==> src/rtl/song_sequencer.sv <==
// rtl/song_sequencer.sv - transport controller for the record/playback path
// Turns button pulses and song switches into address-calculator controls.
module song_sequencer #(
    parameter int COUNTIN_READY = 96000
) (
    input  logic       clk,
    input  logic       reset,
    input  logic       ready,
    input  logic       btn_play,
    input  logic       btn_record,
    input  logic       btn_pause,
    input  logic       btn_stop,
    input  logic [3:0] sw_song,
    input  logic       sw_loop,
    input  logic       song_done,
    output logic       start_song,
    output logic       pause_song,
    output logic       record_mode,
    output logic [3:0] song_choice,
    output logic       we,
    output logic       count_in,
    output logic       song_finished,
    output logic [2:0] state
);

    typedef enum logic [2:0] {
        S_IDLE    = 3'd0,
        S_COUNTIN = 3'd1,
        S_START   = 3'd2,
        S_RUN     = 3'd3,
        S_PAUSED  = 3'd4,
        S_DONE    = 3'd5
    } state_t;

    localparam logic [16:0] CNT_LAST = 17'(COUNTIN_READY - 1);

    state_t      state_q, state_d;
    logic [3:0]  song_choice_q, song_choice_d;
    logic        record_mode_q, record_mode_d;
    logic [16:0] cnt_q, cnt_d;
    logic        code_ok;

    // Song codes whose low three bits are 6 or 7 do not exist.
    assign code_ok = (sw_song[2:1] != 2'b11);

    always_ff @(posedge clk) begin
        if (reset) begin
            state_q       <= S_IDLE;
            song_choice_q <= 4'd0;
            record_mode_q <= 1'b0;
            cnt_q         <= 17'd0;
        end else begin
            state_q       <= state_d;
            song_choice_q <= song_choice_d;
            record_mode_q <= record_mode_d;
            cnt_q         <= cnt_d;
        end
    end

    always_comb begin
        state_d       = state_q;
        song_choice_d = song_choice_q;
        record_mode_d = record_mode_q;
        cnt_d         = cnt_q;
        case (state_q)
            S_IDLE: begin
                if (btn_record && code_ok) begin
                    song_choice_d = sw_song;
                    record_mode_d = 1'b1;
                    cnt_d         = 17'd0;
                    state_d       = S_COUNTIN;
                end else if (btn_play && code_ok) begin
                    song_choice_d = sw_song;
                    record_mode_d = 1'b0;
                    state_d       = S_START;
                end
            end
            S_COUNTIN: begin
                if (btn_stop) begin
                    state_d = S_IDLE;
                end else if (ready) begin
                    cnt_d = cnt_q + 17'd1;
                    if (cnt_q == CNT_LAST) begin
                        state_d = S_START;
                    end
                end
            end
            S_START: state_d = S_RUN;
            S_RUN: begin
                if (btn_stop) begin
                    state_d = S_IDLE;
                end else if (song_done) begin
                    // Looping only makes sense for playback; a recording always ends.
                    state_d = (sw_loop && !record_mode_q) ? S_START : S_DONE;
                end else if (btn_pause) begin
                    state_d = S_PAUSED;
                end
            end
            S_PAUSED: begin
                if (btn_stop) begin
                    state_d = S_IDLE;
                end else if (btn_pause || btn_play) begin
                    state_d = S_RUN;
                end
            end
            S_DONE:  state_d = S_IDLE;
            default: state_d = S_IDLE;
        endcase
    end

    assign start_song    = (state_q == S_START);
    assign song_finished = (state_q == S_DONE);
    assign pause_song    = (state_q == S_PAUSED);
    assign count_in      = (state_q == S_COUNTIN);
    assign we            = (state_q == S_RUN) && record_mode_q && ready && !song_done;
    assign record_mode   = record_mode_q;
    assign song_choice   = song_choice_q;
    assign state         = state_q;

endmodule
==> config.mk <==
export PLATFORM = sky130hd
export DESIGN_NAME = song_sequencer
export DESIGN_NICKNAME = d
export VERILOG_FILES = /design/src/rtl/song_sequencer.sv
export SDC_FILE = /design/constraint.sdc
export NUM_CORES = 1
export LEC_CHECK = 0
export CAP_MARGIN = 20
export CORE_MARGIN = 4
export CORE_UTILIZATION = 40
export DETAILED_ROUTE_END_ITERATION = 6
export HOLD_SLACK_MARGIN = 0.06
export PLACE_DENSITY = 0.75
export SYNTH_ARGS = -nofsm -noshare
export SYNTH_HDL_FRONTEND = slang
export SYNTH_SLANG_ARGS = --single-unit
==> constraint.sdc <==
create_clock -name clk -period 4.8 [get_ports clk]
set_clock_uncertainty 0.05 [all_clocks]
set_input_delay 1.2 -clock clk [delete_from_list [all_inputs] [get_ports clk]]
set_output_delay 1.2 -clock clk [all_outputs]
set_load 0.005 [all_outputs]
==> flow_summary_export.csv <==
group,metric,value,unit
min_path,hold_depth,2,
outcome,status,"complete, no violations",
placement,port_buffers,25,
yosys,yosysWarnings,0,
drt,avgRoutedWirePerCell,13.8,microns
grt,grt_pass1_wl,4990,microns
pwr,p_leak,0.549,nW
floorplan,core_area,3340,sq um
drt,dr.first_iter.drc_count,135,
placement,placed_cell_area,1650,sq um
grt,antenna_found_initial,0,
timing,tightest_slew,617,ps
placement,gp_congestion,0.885,
pwr,ir_drop,0.124,mV
yosys,netlist_area,1390,sq um
floorplan,initial_core_util,41.7,%
clock_tree,path_clk_slew,140,ps
timing,slew-limit-headroom,57.8,%
timing,rsz0062_at_grt,"no",
yosys,yosysSeqAreaShare,36.0,%
yosys,synth.area.top_cells,"dfxtp_1 36%, xnor2_1 7.6%, nor2_1 5.9%, nand2_1 4.9%, a21oi_1 3.2%",
worst_setup_path,r2r_cells,5,
drt,first_pass_iters,4,
min_path,holdPathEnd,"song_choice[1]$_SDFFE_PP0P_",
final_layout,seq_area,500,sq um
timing,drv_slew,0,
clock_tree,post_cts_buffers,0,
clock_tree,cts_made_buffers,3,
yosys,synth_area_leader_cell,"dfxtp_1",
worst_setup_path,worstPathArrival,2580,ps
drt,drcViolationCount,0,
floorplan,rows,21,
grt,grt_overflow,0,
flow_run,maxCapViolations,0,
final_layout,antenna_cells,0,
floorplan,die-area,4480,sq um
min_path,min_from,"song_choice[1]$_SDFFE_PP0P_",
placement,dp_hpwl,2270,microns
drt,routed_wl,3110,microns
clock_tree,htreeDepth,1,
floorplan,die_w,67.0,microns
floorplan,die-height,67.0,microns
drt,num_vias,1206,
floorplan,io_pins,26,
timing,setup_violations,0,
drt,drt.antenna.violating_nets,0,
yosys,ys_ff_latch,25,
yosys,synth_area_per_cell,8.85,sq um
worst_setup_path,startpoint_type,"input port",
worst_setup_path,rrSetupSlack,2610,ps
drt,vias_per_cell,5.36,
final_layout,multi_input_comb_area,815,sq um
final_layout,area_growth,20.5,%
clock_tree,clkSinkCount,25,
pwr,power_density,307,nW/um^2
final_layout,nets,194,
timing,tns,0,ps
yosys,synth_ff_type,"dfxtp_1",
clock_tree,cts_tree,"built",
worst_setup_path,critPathMaxFanout,5,
final_layout,layout-drive-gt1-share,9.50,%
timing,finalCritPeriodShare,79.9,%
yosys,async_reset_ff_share,0,%
grt,grt_max_degree,18,
final_layout,design_area,1680,sq um
grt,track_usage,14.6,%
clock_tree,root_buffer,"clkbuf_4",
yosys,synth_edf_count,0,
clock_tree,cts_resized,0,
worst_setup_path,timing.rr.start,"state[2]$_SDFFE_PP0P_",
min_path,hold_path_class,"flip-flop to flip-flop",
timing,whs,418,ps
worst_setup_path,rr_endpoint,"state[1]$_SDFFE_PP0P_",
yosys,synth_top_area_share,36.0,%
final_layout,fill_cells,325,
timing,hold_viol,0,
clock_tree,hold_buffers,0,
worst_setup_path,worst_setup_path_end_kind,"output pin",
timing,fin_crit,3830,ps
pwr,total_power,0.514,mW
worst_setup_path,critPathRequiredTime,3550,ps
yosys,synthCells,157,
clock_tree,clockBufferDepth,2,
timing,max_freq,261,MHz
clock_tree,clk_latency,330,ps
grt,grt_pass1_vias,1131,
yosys,synth_cell_types,40,
yosys,synth.net_count,171,
worst_setup_path,critPathKind,"input port to output pin",
[Yosys cell counts (2+ instances only)]
master	count
a21oi_1	9
and2_1	2
nor4_1	3
inv_1	6
xor2_1	3
nor2b_1	2
nand4b_1	2
clkbuf_1	2
nand3_1	8
dfxtp_1	25
nor2_1	22
xnor2_1	12
o32a_1	2
nand4_1	5
nor3b_1	2
buf_6	2
nor3_1	5
nor3b_2	2
nor4b_2	3
buf_4	3
nand2_1	18
[cells in the final DEF (no fill, tap or decap), types with 2 or more instances in the layout]
master           count
a21oi_1              9
and2_1               2
clkbuf_4             3
clkdlybuf4s50_1     25
dfxtp_1             25
inv_1                6
nand2_1             18
nand3_1              8
nand4_1              5
nand4b_1             2
nor2_1              22
nor2b_1              2
nor3_1               5
nor3b_1              2
nor3b_2              2
nor4_1               3
nor4b_2              3
o32a_1               2
xnor2_1             12
xor2_1               3
[where the power goes]
group | leakage, nW | internal (mW) | total (mW) | switching (mW)
clock network | 0.0139 | 0.0320 | 0.101 | 0.0691
logic | 0.332 | 0.0877 | 0.166 | 0.0786
registers | 0.203 | 0.221 | 0.247 | 0.0262
total | 0.549 | 0.340 | 0.514 | 0.174
[logic make-up (layout without fill, tap and decap cells)]
kind of cell	Yosys count	after routing	share of synthesized area, %
fa+ha+maj	1	1	0.900
simple gates	81	81	34.4
xor+xnor	15	15	9.45
buf+inv	13	35	5.40
compound gates	22	22	13.9
flops	25	25	36.0
[worst max-delay path, cell delays in order]
cell and delay, ps:
clkdlybuf4s50_1 590, nand2_1 90, nor4_1 160, clkdlybuf4s50_1 550
[registers in the layout, indices dropped and copies added (netlist names)]
name and flops:
cnt_q 17, song_choice 4, state 3, record_mode 1
[layout make-up]
| cell class | count | area share, % |
|---|---|---|
| clock buffers | 3 | 1.34 |
| repair buffers | 25 | 14.9 |
| multi-input cells | 119 | 48.6 |
| flip-flops and latches | 25 | 29.9 |
| well taps | 46 | 3.44 |
| inverters | 6 | 1.34 |
| clock inverters | 1 | 0.448 |
[through the flow]
stage	instances	worst slack [ps]	utilization (%)
after floorplan	157	2050	-
after global routing	225	885	50.2
final	225	966	50.2
after detailed placement	221	948	49.3
after global placement	221	978	49.3
after CTS	225	953	50.2
[layer usage]
metal  part of all wire, %  global-route usage (%)  up-vias  routed length [microns]
li1                      -                       -      607                        -
met1                    45                    17.1      549                     1390
met2                    48                    25.1       39                     1480
met3                   5.2                    2.53       11                      161
met4                   2.6                    7.85        0                       80
met5                     0                       0        -                        0
[how the worst max path moves through the flow]
stage	start	endpoint	slack, ps	cells past startpoint
global route	ready	we	890	4
CTS	ready	we	950	4
detailed placement	ready	we	950	4
floorplan	song_done	we	2050	1
finish	ready	we	970	4
global placement	ready	we	980	4
Power figures use the tool's default switching activity.
==> patch 1, RTL diff (same flow settings) <==
`COUNTIN_READY`: 96000 -> 48000.
--- a/src/rtl/song_sequencer.sv
+++ b/src/rtl/song_sequencer.sv
@@ -1,7 +1,7 @@
 // rtl/song_sequencer.sv - transport controller for the record/playback path
 // Turns button pulses and song switches into address-calculator controls.
 module song_sequencer #(
-    parameter int COUNTIN_READY = 96000
+    parameter int COUNTIN_READY = 48000
 ) (
     input  logic       clk,
     input  logic       reset,
Formal check against the unedited RTL: same outputs for any inputs over 10 cycles, from zero or initial values and one cycle with reset high; that may be too few to reach the edited logic, so the function may still have changed.
==> patch 1 against the original RTL <==
- via count increased by 1.9%
- total power fell by 4.0%
- sequential share of layout area up 0.90 points
- routed wire length is 0.16% higher
- worst hold slack lost 6.4 ps
- worst setup slack got worse by 41 ps
- count of clock-buffer cells in the layout unchanged
- sequential cell count did not move
- design area decreased by 2.9%
- synthesized area decreased by 3.8%
==> patch 1: results (changes against the original RTL) <==
[placed_design]
pre_cts_ws_ps=930  ; was 948 ps
dpl_cell_area_um2=1600  ; was 1650 um^2
dp.cells=224  ; was 221
hpwl_um=2380  ; was 2270 um

[synth]
synth_fp_nets=176  ; was 171
ys_types=39  ; was 40
ys_top_cells_by_count=25 x dfxtp_1, 22 x nor2_1, 15 x nand2_1, 14 x nand3_1, 10 x a21oi_1  ; was 25 x dfxtp_1, 22 x nor2_1, 18 x nand2_1, 12 x xnor2_1, 9 x a21oi_1
ys_seq_area_share_pct=37.4  ; was 36.0%
syn_area_per_cell_um2=8.26  ; was 8.85 um^2
synthTopCellsByArea=dfxtp_1 37%, nor2_1 6.2%, nand3_1 5.2%  ; was dfxtp_1 36%, xnor2_1 7.6%, nor2_1 5.9%

[global_route]
grt_first_pass_wirelength_um=5310  ; was 4990 um
grtUsageMet2_pct=26.5  ; was 25.1%
grt_use_met1_pct=18.7  ; was 17.1%

[route]
drt_wl_total_um=3120  ; was 3110 um
vias=1229  ; was 1206
drtIter0Drc=40  ; was 135

[setup_path]
reg2reg_from=state[0]$_SDFFE_PP0P_  ; was state[2]$_SDFFE_PP0P_
reg2reg_slack_ps=2650  ; was 2610 ps
r2r_end=cnt_q[14]$_SDFFE_PP0P_  ; was state[1]$_SDFFE_PP0P_
cp.arrival_ps=2620  ; was 2580 ps
cp_max_fo=3  ; was 5
critPathLaunch=song_done  ; was ready
max_stage_delay_ps=500  ; was 590 ps

[pwr]
p_leak_nw=0.556  ; was 0.549 nW
p_clk_uw=96.7  ; was 101 uW
ir_worst_vdd_v=0.000111  ; was 0.000124 V
p_int_uw=331  ; was 340 uW

[timing]
finalCriticalPeriod_ps=3870  ; was 3830 ps
tightest_slew_ps=670  ; was 617 ps

[final_layout]
fill_cells=293  ; was 325
stdcell_count=228  ; was 225
fin_nets=199  ; was 194
final_layout_size_suffix_gt1_share_pct=4.35  ; was 9.50%

[die]
die-area_um2=4330  ; was 4480 um^2

[outcome]
run_status=complete, no violations  ; unchanged

[patch 1: worst min path at each step]
stage / start / depth (start not counted) / endpoint / slack [ps]
floorplan: cnt_q[1]$_SDFFE_PP0P_ / 2 / cnt_q[1]$_SDFFE_PP0P_ / 400
global placement: song_choice[1]$_SDFFE_PP0P_ / 2 / song_choice[1]$_SDFFE_PP0P_ / 390
finish: song_choice[1]$_SDFFE_PP0P_ / 2 / song_choice[1]$_SDFFE_PP0P_ / 410
global route: song_choice[2]$_SDFFE_PP0P_ / 2 / song_choice[2]$_SDFFE_PP0P_ / 430
detailed placement: song_choice[2]$_SDFFE_PP0P_ / 2 / song_choice[2]$_SDFFE_PP0P_ / 400
CTS: song_choice[2]$_SDFFE_PP0P_ / 2 / song_choice[2]$_SDFFE_PP0P_ / 410
[patch 1: area by class of cell]
type | instances | share of cell area, %
Multi-Input combinational cell | 128 | 48.3
Sequential cell | 25 | 30.8
Timing Repair Buffer | 25 | 15.4
Tap cell | 44 | 3.38
Clock buffer | 3 | 1.38
Inverter | 2 | 0.462
Clock inverter | 1 | 0.308
[patch 1: per-layer routing]
metal  wire length, um  share of wire [%]  up-vias
met1              1400                 45      582
met5                 0                  0        -
met4                74                2.4        0
met3                89                2.9        7
li1                  -                  -      619
met2              1550                 50       21
[patch 1: tightest hold or removal path, cell delays in order (launching register included)]
cell,delay [ps]
dfxtp_1,330
nand2_1,50
a21oi_1,50
[patch 1: logic make-up (layout without fill, tap and decap cells)]
family | count (synthesis) | count (layout) | synth area share, %
compound gates | 25 | 25 | 13.4
buf+inv | 9 | 31 | 3.84
fa+ha+maj | 1 | 1 | 0.935
simple gates | 88 | 88 | 35.3
flops | 25 | 25 | 37.4
xor+xnor | 14 | 14 | 9.17
==> patch 2, RTL diff (config.mk and constraints unchanged) <==
Without the edit above. Make the reset (`reset`) asynchronous in one clocked block.
--- a/src/rtl/song_sequencer.sv
+++ b/src/rtl/song_sequencer.sv
@@ -43,7 +43,7 @@
     // Song codes whose low three bits are 6 or 7 do not exist.
     assign code_ok = (sw_song[2:1] != 2'b11);
 
-    always_ff @(posedge clk) begin
+    always_ff @(posedge clk or posedge reset) begin
         if (reset) begin
             state_q       <= S_IDLE;
             song_choice_q <= 4'd0;
Behaviour: differs if reset is asserted again (counterexample within 4 cycles, from zero or initial values and one cycle with reset high); with reset held inactive, the same outputs for 10 cycles.
==> patch 2 against the original RTL <==
- fmax fell by 1.3%
- design area grew 6.0%
- total power increased by 40%
- via count rose by 3.2%
- die area is 3.2% higher
- routed wire length rose by 4.1%
- critical path depth increased by 1
- synthesized area up 3.6%
- worst setup slack worse by 50 ps
- sequential cell count is the same
- sequential share of layout area is 5.4 points higher
- largest power group unchanged
==> patch 2: results (changes against the original RTL) <==
[outcome]
run_status=complete, no violations  ; unchanged

[synth]
ys_top_cells_by_count=25 x dfrtp_1, 17 x nand2_1, 10 x nor2_1, 8 x a21oi_1, 8 x o21ai_0  ; was 25 x dfxtp_1, 22 x nor2_1, 18 x nand2_1, 12 x xnor2_1, 9 x a21oi_1
yosysTopAreaCell=dfrtp_1  ; was dfxtp_1
ys_types=41  ; was 40
syn_inst=149  ; was 157
async_reset_ff_share_pct=100  ; was 0%
synthTopCellsByArea=dfrtp_1 43%, nand2_1 4.4%, mux2_2 3.1%  ; was dfxtp_1 36%, xnor2_1 7.6%, nor2_1 5.9%
ys_seq_area_share_pct=43.4  ; was 36.0%
yosys_warnings=0  ; unchanged
synth_fp_nets=163  ; was 171

[global_route]
grt_first_pass_wirelength_um=5490  ; was 4990 um
grt_max_degree=26  ; was 18
globalRouteTotalUtil_pct=15.5  ; was 14.6%
antenna_found_initial=0  ; unchanged

[placed_design]
hpwl_um=2390  ; was 2270 um
place_congestion=0.831  ; was 0.885
dp.cells=215  ; was 221

[timing]
max_slew_margin_pct=52.7  ; was 57.8%

[final_layout]
final_layout_size_suffix_gt1_share_pct=8.05  ; was 9.50%
antenna_cells=0  ; unchanged
stdcell_count=220  ; was 225
fill_cells=320  ; was 325
fin_nets=189  ; was 194

[route]
met1_length_um=1500  ; was 1390 um
first_pass_iters=4  ; unchanged
wl_met2_um=1500  ; was 1480 um
drt_wl_total_um=3240  ; was 3110 um
drtIter0Drc=107  ; was 135
wl_met3_um=182  ; was 161 um
vias=1244  ; was 1206

[pwr]
p_leak_nw=0.745  ; was 0.549 nW
ir_worst_vdd_v=0.000169  ; was 0.000124 V
p_sw_share_pct=35.7  ; was 33.8%
pg_comb_uw=297  ; was 166 uW
p_clk_share_pct=13.9  ; was 19.7%
power.density_nw_per_um2=405  ; was 307 nW/um^2

[min_path]
holdCritStartpoint=cnt_q[14]$_DFFE_PP0P_  ; was song_choice[1]$_SDFFE_PP0P_

[setup_path]
cp_max_fo=11  ; was 5
max_stage_delay_ps=530  ; was 590 ps
reg2reg_from=state[2]$_DFFE_PP0P_  ; was state[2]$_SDFFE_PP0P_
cpMaxStageDelayCell=clkdlybuf4s50_1  ; unchanged
cp.arrival_ps=2630  ; was 2580 ps
critPathLaunch=ready  ; unchanged

[clock_network]
cts.clk_slew.worst_paths_ps=150
clock_latency_ps=330  ; about the same
cts_resized=0  ; unchanged
cts_buffer_depth=2  ; unchanged

## patch 2: worst reg2reg max path: stages, from the launching register on
cell and delay (ps):
dfrtp_1 570, nor4b_4 680, a22oi_4 230, or4_1 560, a21oi_1 150
## patch 2: worst paths after layout
kind / to / slack, ps / cells past startpoint
min in group asynchronous: cnt_q[8]$_DFFE_PP0P_ / 990 / 2
max: we / 920 / 5
max reg2reg: cnt_q[11]$_DFFE_PP0P_ / 2490 / 4
min: cnt_q[14]$_DFFE_PP0P_ / 470 / 1
min reg2reg: cnt_q[14]$_DFFE_PP0P_ / 470 / 1
max in group asynchronous: cnt_q[16]$_DFFE_PP0P_ / 3360 / 3
## patch 2: through the flow
stage          utilization [%]  hold slack [ps]  area, um^2  setup slack, ps
3_3_place_gp              50.3              413        1720              947
3_5_place_dp              50.3              451        1720              928
2_1_floorplan                -              391        1440             1830
6_report                  52.0              475        1780              916
4_1_cts                   51.2              476        1750              928
5_1_grt                   52.0              498        1780              867
## patch 2: final cells by class
class | count | share of cell area (%)
well taps | 46 | 3.24
clock buffers | 3 | 1.27
clock inverters | 1 | 0.423
inverters | 5 | 1.06
multi-input cells | 113 | 42.7
repair buffers | 27 | 16.1
flip-flops and latches | 25 | 35.2
## patch 2: kinds of logic (layout without fill, tap and decap cells)
kind of cell               count (synthesis)  in the layout  synth area share (%)
muxes                                      5              5                  3.82
buffers and inverters                     11             36                  3.91
AOI/OAI and AO/OA                         33             33                  17.6
xor gates and xnor gates                   6              6                  3.65
and+or+nand+nor                           68             68                  26.8
adders and majority gates                  1              1                 0.869
DFF                                       25             25                  43.4
## patch 2: layer usage
metal	GRT usage, %	vias to the layer above
li1	-	601
met1	19.2	605
met2	26.1	33
met3	2.96	5
met4	6.70	0
met5	0	-
